### config.mk
export PLATFORM = sky130hd
export DESIGN_NAME = fetch_ctrl_flat
export DESIGN_NICKNAME = d
export VERILOG_FILES = /design/src/rtl/fetch_ctrl_if.sv /design/src/rtl/fetch_ctrl.sv /design/src/flat_wrapper.sv
export SDC_FILE = /design/constraint.sdc
export NUM_CORES = 1
export LEC_CHECK = 0
export CAP_MARGIN = 20
export CORE_ASPECT_RATIO = 1.4
export CORE_MARGIN = 2
export CORE_UTILIZATION = 42
export CTS_CLUSTER_SIZE = 24
export DETAILED_ROUTE_END_ITERATION = 6
export GPL_ROUTABILITY_DRIVEN = 0
export GPL_TIMING_DRIVEN = 0
export PLACE_DENSITY = 0.84
export SETUP_SLACK_MARGIN = 0.3
export SLEW_MARGIN = 40
export SYNTH_ARGS = -nofsm -noshare
export SYNTH_HDL_FRONTEND = slang
export SYNTH_SLANG_ARGS = --single-unit
### constraint.sdc
create_clock -name i_clk -period 1.6 [get_ports i_clk]
set_input_delay 0.16 -clock i_clk [delete_from_list [all_inputs] [get_ports i_clk]]
set_output_delay 0.16 -clock i_clk [all_outputs]
set_load 0.005 [all_outputs]
### src/rtl/fetch_ctrl_if.sv
// Decode-to-fetch control bundle: decode-side inputs and fetch-side controls.
interface fetch_ctrl_if;
  logic       Start;
  logic       IsBranch;
  logic       CondFlag;
  logic [2:0] BrTarget;
  logic       MemReq;
  logic       Done;
  logic       Init;
  logic       Stall;
  logic       Branch;
  logic [2:0] Target;
  logic       Squash;
  logic       Halted;
  logic [7:0] BranchCount;

  // Controller side.
  modport slave (
    input  Start, IsBranch, CondFlag, BrTarget, MemReq, Done,
    output Init, Stall, Branch, Target, Squash, Halted, BranchCount
  );

  // Harness / decode side.
  modport master (
    output Start, IsBranch, CondFlag, BrTarget, MemReq, Done,
    input  Init, Stall, Branch, Target, Squash, Halted, BranchCount
  );
endinterface

### src/rtl/fetch_ctrl.sv
// Fetch control unit: start-up/halt sequencing, branch resolution,
// fixed-latency memory stalls, wrong-path squash and taken-branch counting.
//
// state     | meaning
// ----------+-----------------------------------------------------------
// S_IDLE    | out of reset; PC forced to 0 and held until Start
// S_INIT    | Init held for INIT_CYCLES cycles after Start
// S_RUN     | normal fetch; controls follow decode combinationally
// S_MEMWAIT | remaining stall cycles of a load/store
// S_HALT    | program finished; waits for Start to restart
module fetch_ctrl #(
  parameter int INIT_CYCLES = 2,
  parameter int MEM_LAT     = 3
) (
  input  logic        i_clk,
  input  logic        i_rst_n,
  fetch_ctrl_if.slave bus
);

  typedef enum logic [2:0] {
    S_IDLE,
    S_INIT,
    S_RUN,
    S_MEMWAIT,
    S_HALT
  } state_t;

  localparam logic [3:0] INIT_LOAD = 4'(INIT_CYCLES - 1);
  // The MemReq cycle itself is the first stall cycle, so MEMWAIT covers MEM_LAT-1.
  localparam logic [3:0] MEM_LOAD  = (MEM_LAT > 1) ? 4'(MEM_LAT - 2) : 4'd0;

  state_t     r_state;
  logic [3:0] r_cnt;
  logic       r_squash;
  logic [7:0] r_br_cnt;
  logic       w_taken;

  assign w_taken = (r_state == S_RUN) && !bus.Done && !bus.MemReq &&
                   bus.IsBranch && bus.CondFlag;

  // Fetch controls: state-driven outside RUN, decode-driven by priority inside RUN.
  always_comb begin
    bus.Init        = 1'b0;
    bus.Stall       = 1'b0;
    bus.Branch      = 1'b0;
    bus.Target      = 3'b000;
    bus.Halted      = 1'b0;
    bus.Squash      = r_squash;
    bus.BranchCount = r_br_cnt;
    case (r_state)
      S_IDLE: begin
        bus.Init  = 1'b1;
        bus.Stall = 1'b1;
      end
      S_INIT: bus.Init = 1'b1;
      S_RUN: begin
        if (bus.Done || bus.MemReq) begin
          bus.Stall = 1'b1;
        end else if (w_taken) begin
          bus.Branch = 1'b1;
          bus.Target = bus.BrTarget;
        end
      end
      S_MEMWAIT: bus.Stall = 1'b1;
      S_HALT: begin
        bus.Halted = 1'b1;
        bus.Stall  = 1'b1;
      end
      default: begin
        bus.Init  = 1'b1;
        bus.Stall = 1'b1;
      end
    endcase
  end

  // Sequencing state, shared cycle counter, squash flag and branch counter.
  always_ff @(posedge i_clk or negedge i_rst_n) begin
    if (!i_rst_n) begin
      r_state  <= S_IDLE;
      r_cnt    <= 4'd0;
      r_squash <= 1'b0;
      r_br_cnt <= 8'd0;
    end else begin
      r_squash <= w_taken;
      case (r_state)
        S_IDLE, S_HALT: begin
          if (bus.Start) begin
            r_state  <= S_INIT;
            r_cnt    <= INIT_LOAD;
            r_br_cnt <= 8'd0;
          end
        end
        S_INIT, S_MEMWAIT: begin
          if (r_cnt == 4'd0) begin
            r_state <= S_RUN;
          end else begin
            r_cnt <= r_cnt - 4'd1;
          end
        end
        S_RUN: begin
          if (bus.Done) begin
            r_state <= S_HALT;
          end else if (bus.MemReq) begin
            if (MEM_LAT > 1) begin
              r_state <= S_MEMWAIT;
              r_cnt   <= MEM_LOAD;
            end
          end else if (w_taken && (r_br_cnt != 8'hFF)) begin
            r_br_cnt <= r_br_cnt + 8'd1;
          end
        end
        default: r_state <= S_IDLE;
      endcase
    end
  end

endmodule

### src/flat_wrapper.sv
// flat-port wrapper written by rule: the top's interface ports become plain ports
module fetch_ctrl_flat 
#(
  parameter int INIT_CYCLES = 2,
  parameter int MEM_LAT     = 3
)
  (i_clk, i_rst_n, bus_Start, bus_IsBranch, bus_CondFlag, bus_BrTarget, bus_MemReq, bus_Done, bus_Init, bus_Stall, bus_Branch, bus_Target, bus_Squash, bus_Halted, bus_BranchCount);
  fetch_ctrl_if bus_i ();
  input  logic i_clk;
  input  logic i_rst_n;
  input wire logic [$bits(bus_i.Start)-1:0] bus_Start;
  input wire logic [$bits(bus_i.IsBranch)-1:0] bus_IsBranch;
  input wire logic [$bits(bus_i.CondFlag)-1:0] bus_CondFlag;
  input wire logic [$bits(bus_i.BrTarget)-1:0] bus_BrTarget;
  input wire logic [$bits(bus_i.MemReq)-1:0] bus_MemReq;
  input wire logic [$bits(bus_i.Done)-1:0] bus_Done;
  output wire logic [$bits(bus_i.Init)-1:0] bus_Init;
  output wire logic [$bits(bus_i.Stall)-1:0] bus_Stall;
  output wire logic [$bits(bus_i.Branch)-1:0] bus_Branch;
  output wire logic [$bits(bus_i.Target)-1:0] bus_Target;
  output wire logic [$bits(bus_i.Squash)-1:0] bus_Squash;
  output wire logic [$bits(bus_i.Halted)-1:0] bus_Halted;
  output wire logic [$bits(bus_i.BranchCount)-1:0] bus_BranchCount;
  assign bus_i.Start = bus_Start;
  assign bus_i.IsBranch = bus_IsBranch;
  assign bus_i.CondFlag = bus_CondFlag;
  assign bus_i.BrTarget = bus_BrTarget;
  assign bus_i.MemReq = bus_MemReq;
  assign bus_i.Done = bus_Done;
  assign bus_Init = bus_i.Init;
  assign bus_Stall = bus_i.Stall;
  assign bus_Branch = bus_i.Branch;
  assign bus_Target = bus_i.Target;
  assign bus_Squash = bus_i.Squash;
  assign bus_Halted = bus_i.Halted;
  assign bus_BranchCount = bus_i.BranchCount;
  fetch_ctrl #(.INIT_CYCLES(INIT_CYCLES), .MEM_LAT(MEM_LAT)) u_core (.i_clk(i_clk), .i_rst_n(i_rst_n), .bus(bus_i));
endmodule
Word level (Yosys, flattened, before mapping). Cells that the tools add are included.

Output and inout port bits: 16. Word-level logic and storage cells: 62. Bits in registers: 16.

Equal/unequal tests: 13. Mux-type cells: 25. Add/sub/neg operators: 2. Reduce and logical (&&, ||, !) cells: 18.

Operator list (number): $mux 8 (4); $mux 3 (7); $mux 4 (4); $pmux 8 s2 (1); $ne 2x2->1 const B (6); $pmux 4 s3 (1); $reduce_and 5->1 (2); $pmux 3 s3 (1); $add 8x1->8 const B (1); $ne 8x8->1 const B (1); $eq 3x2->1 const B (2); $mux 1 (6); $logic_and 1x1->1 (5); $logic_not 4->1 (1); $reduce_or 2->1 (2); $sub 4x1->4 const B (1); $eq 3x1->1 const B (1); $eq 3x3->1 const B (1); $logic_not 3->1 (1); $ne 3x3->1 const B (1); $reduce_and 3->1 (1); $reduce_bool 3->1 (1); $reduce_or 3->1 (1); $logic_not 1->1 (2); other kinds (4) (4).

Logic depth before layout (Yosys ltp).
Depth after elaboration: 10. Depth in mapped cells: 7. Gate-level depth less buffers: 7.

Least setup slack after synthesis. No wires, ideal clock.

Path kind: register to register. Start point: reg u_core.r_state[1]. End point: reg u_core.r_br_cnt[0] (netlist: u_core.bus.BranchCount[0]). Setup slack: -0.115 ns. Setup time: 0.125 ns. Period minus slack after synthesis: 1.715 ns. Arrival time: 1.590 ns. Required time: 1.475 ns. Stages on the path, launching flop included: 6. Cell sequence: dfrtp_1 > buf_4 > or3b_2 > o41ai_1 > o21ai_0 > mux2_2.

Word-level cells in the longest chain between the ends: 8. Elaborated cells between the ends (all ways): 16. Those cells by class: 6 x eq/ne; 1 x mux; 9 x reduce/logical.

RTL lines: start, declared (line fetch_ctrl.sv:32) `state_t r_state;`; start signal, assigned (line fetch_ctrl.sv:79) `r_state <= S_IDLE;`; start signal, assigned (line fetch_ctrl.sv:88) `r_state <= S_INIT;`; start signal, assigned (line fetch_ctrl.sv:95) `r_state <= S_RUN;`; $eq 3x2->1 (line fetch_ctrl.sv:38, fetch_ctrl.sv:85); $logic_and 1x1->1 (3 in series) (line fetch_ctrl.sv:38) `assign w_taken = (r_state == S_RUN) && !bus.Done && !bus.MemReq &&`; $logic_and 1x1->1 (line fetch_ctrl.sv:39) `bus.IsBranch && bus.CondFlag;`; $logic_and 1x1->1 (line fetch_ctrl.sv:108) `end else if (w_taken && (r_br_cnt != 8'hFF)) begin`; $ne 2x2->1 (no line); $reduce_and 5->1 (no line); end signal, assigned (line fetch_ctrl.sv:109) `r_br_cnt <= r_br_cnt + 8'd1;`; end, declared (line fetch_ctrl.sv:35) `logic [7:0] r_br_cnt;`.

Parallel ways exist; a longest one is shown, timed or not. A chain may end at the register's enable or synchronous reset.

Worst setup path after layout.
Start point: reg u_core.r_state[1]. End point: reg u_core.r_br_cnt[6] (netlist: u_core.bus.BranchCount[6]).

Same word-level chain as after synthesis.

==> flow_metrics.py <==
metrics = {
    "outcome": {
        "status": "complete, but fails checks",
        "violations": "setup timing",
    },
    "drt": {
        "post_drt_wl_per_cell_um": 17.76,
        "drt_first_pass_iters": 4,
        "drcViolationCount": 0,
        "via_per_inst": 5.824,
        "wl_mm": 3.232,
        "vias": 1060,
        "ant_nets": 0,
        "drt_iter0_markers": 25,
    },
    "synthesis": {
        "yosysTopAreaCellShare_pct": 41.78,
        "synth_edf_count": 0,
        "synth_nets": 115,
        "yosysWarnings": 0,
        "ys_seq_area_share_pct": 41.78,
        "synthArstFlopShare_pct": 100.0,
        "synth_area_leader_cell": "dfrtp_1",
        "avgSynthCellArea_sq_um": 9.305,
        "synth_cell_types": 40,
        "synthTopCellsByArea": "dfrtp_1 (42%), o21ai_0 (3.7%), inv_1 (3.1%), nand2_1 (2.7%), and2_1 (2.6%)",
        "syn_area_sq_um": 958.4,
        "syn_inst": 103,
        "ys_seq_elements": 16,
        "synth_ff_type": "dfrtp_1",
    },
    "clocking": {
        "h-tree-depth": 1,
        "cts_sinks": 16,
        "numCtsBuffers": 3,
        "cts_tree": "yes",
        "cts-root-buf": "clkbuf_4",
        "cts.path.max_buffers": 2,
        "path_clk_slew_ps": 100,
        "worstSkewPairLatency_ps": 300,
    },
    "setup_path": {
        "cp-end-kind": "flop",
        "startpoint_type": "flop",
        "required_ps": 1790,
        "crit_fanout": 5,
        "worstPathArrival_ps": 2000,
        "worstSetupPathType": "flop to flop",
    },
    "global_routing": {
        "grt_usage_pct": 27.19,
        "antenna_found_initial": 0,
        "grt-ovfl-total": 0,
        "grt_pass1_wl_mm": 5.313,
        "grt_max_degree": 17,
        "grt_pass1_vias": 1125,
    },
    "floorplan": {
        "die_h_um": 60.52,
        "start_util_pct": 44.02,
        "die_w_um": 44.37,
        "core_region_area_sq_um": 2177,
        "io_pins": 26,
        "die_area_sq_um": 2685,
        "placementRows": 20,
    },
    "finish": {
        "drive_gt1_share_pct": 43.75,
        "diodes": 0,
        "final_cell_mix": "buf_4 (19), dfrtp_1 (13), buf_6 (11)",
        "nets": 173,
        "final_common_cell": "buf_4",
        "finalNonFillerCells": 182,
        "utilization_pct": 74.83,
        "syn2layout_area_growth_pct": 69.97,
    },
    "timing": {
        "tightest_slew_ps": 386.2,
        "clock.fmax_ghz": 0.5519,
        "min_period_ps": 1812,
        "setup_tns_ps": -1797,
        "relSlewSlack_pct": 74.16,
        "layout_worst_path_cycle_share_pct": 113.2,
        "finalSetupViolCount": 13,
        "finalHoldViolations": 0,
        "setup_ws_ps": -211.9,
        "slew_viol_final": 0,
        "rsz0062_at_grt": "true",
        "fin_skew_ps": 5.827,
    },
    "worst_hold_path": {
        "hold_class": "input port to async pin",
    },
    "pwr": {
        "power.internal_mw": 1.525,
        "pwr-share-seq_pct": 23.6,
        "p_per_area_nw_per_um2": 1551,
        "clkPwrFrac_pct": 11.1,
        "p_leak_nw": 0.7779,
        "p_sw_share_pct": 39.64,
        "p_switching_mw": 1.002,
        "combPwrFrac_pct": 65.3,
        "peakVddDrop_uv": 911.2,
    },
    "placed_design": {
        "dpl.cell_count": 150,
        "hpwlAfterDp_mm": 1.688,
        "portBuffers": 25,
    },
    "run": {
        "cap_violations": 0,
    },
}
through the flow:
stage	hold WS, ps	setup WS (ps)	total power, mW	cell area (sq um)
after floorplan	-135.6	-63.09	1.217	980.9
after global placement	501.5	-754.5	1.484	1259
after detailed placement	532.7	-764.1	1.517	1259
after CTS	324.2	-209.2	2.333	1573
after global routing	338.5	-305.1	2.676	1629
final	295.6	-211.9	2.527	1629
sequential cells by signal, summed over array words and instances (netlist names):
register and flops:
u_core.bus.BranchCount 8, u_core.bus.Squash 1, u_core.r_cnt 4, u_core.r_state 3
synthesized netlist by cell type, drive strengths merged (2+ instances only):
| cell type | n |
|---|---|
| nand3 | 4 |
| buf | 3 |
| nor2b | 3 |
| o211ai | 3 |
| nand2b | 3 |
| dfrtp | 16 |
| and3 | 3 |
| nor2 | 5 |
| nand2 | 7 |
| inv | 8 |
| o41ai | 2 |
| a211o | 2 |
| or3b | 2 |
| o21a | 2 |
| and2 | 4 |
| ha | 2 |
| o22ai | 2 |
| o21ai | 7 |
| a211oi | 2 |
| a21oi | 4 |
| nor3 | 4 |
kinds of logic (layout without fill, tap and decap cells):
kind of cell | Yosys count | count (layout) | synth area share (%)
simple gates | 41 | 41 | 24.28
mux | 2 | 2 | 2.219
flops | 16 | 16 | 41.78
compound gates | 31 | 31 | 23.50
buf+inv | 11 | 68 | 5.613
fa+ha+maj | 2 | 2 | 2.611
cell type report:
| cell class | count | area [sq um] |
|---|---|---|
| sequential | 16 | 404.1 |
| buffer | 3 | 33.78 |
| clock buffer | 4 | 36.28 |
| inverter | 8 | 35.03 |
| timing repair buffer | 53 | 445.4 |
| tap | 22 | 27.53 |
| fill | 145 | 548.0 |
| multi-input combinational | 76 | 646.9 |
per-layer routing:
metal	GRT usage [%]	share of wire, %	vias up
met1	30.25	39	513
met4	12.99	2.2	0
met3	2.679	5.2	8
li1	-	-	497
met5	0	0	-
met2	50.84	54	42
power groups by stage:
| stage | clock [mW] | sequential, mW | combinational [mW] |
|---|---|---|---|
| 5_1_grt | 0.297 | 0.611 | 1.77 |
| 2_1_floorplan | 0 | 0.593 | 0.624 |
| 4_1_cts | 0.279 | 0.589 | 1.47 |
| 3_5_place_dp | 0 | 0.614 | 0.903 |
| 6_report | 0.280 | 0.597 | 1.65 |
| 3_3_place_gp | 0 | 0.605 | 0.879 |
worst max-delay path: stages (launching register included):
cell and delay, ps:
dfrtp_1 360, buf_6 110, or3b_1 350, buf_6 140, buf_6 120, nor4b_2 340, a211o_1 180, o211ai_1 80
what timing repair did:
| action | CTS | global route |
|---|---|---|
| endpoints found under the setup margin | 30 | 23 |
| hold buffers | 0 | 1 |
| endpoints found under the hold margin | 0 | 16 |
| pin swaps | 16 | 3 |
| buffers inserted | 25 | 2 |
| resized for setup | 69 | 13 |
| gates cloned | 0 | 0 |
final timing paths:
| path | startpoint | cells past startpoint | slack (ps) | to |
|---|---|---|---|---|
| min in group i_clk | bus_Start | 4 | 560 | u_core.r_state[2] |
| max in group asynchronous | i_rst_n | 2 | 1000 | u_core.bus.BranchCount[4] |
| setup reg to reg | u_core.r_state[1] | 7 | -210 | u_core.bus.BranchCount[6] |
| setup / recovery | u_core.r_state[1] | 7 | -210 | u_core.bus.BranchCount[6] |
| hold / removal | i_rst_n | 2 | 300 | u_core.r_state[1] |
| hold reg to reg | u_core.r_cnt[2] | 1 | 570 | u_core.r_cnt[2] |
No activity file was read; power rests on OpenSTA's default activity.
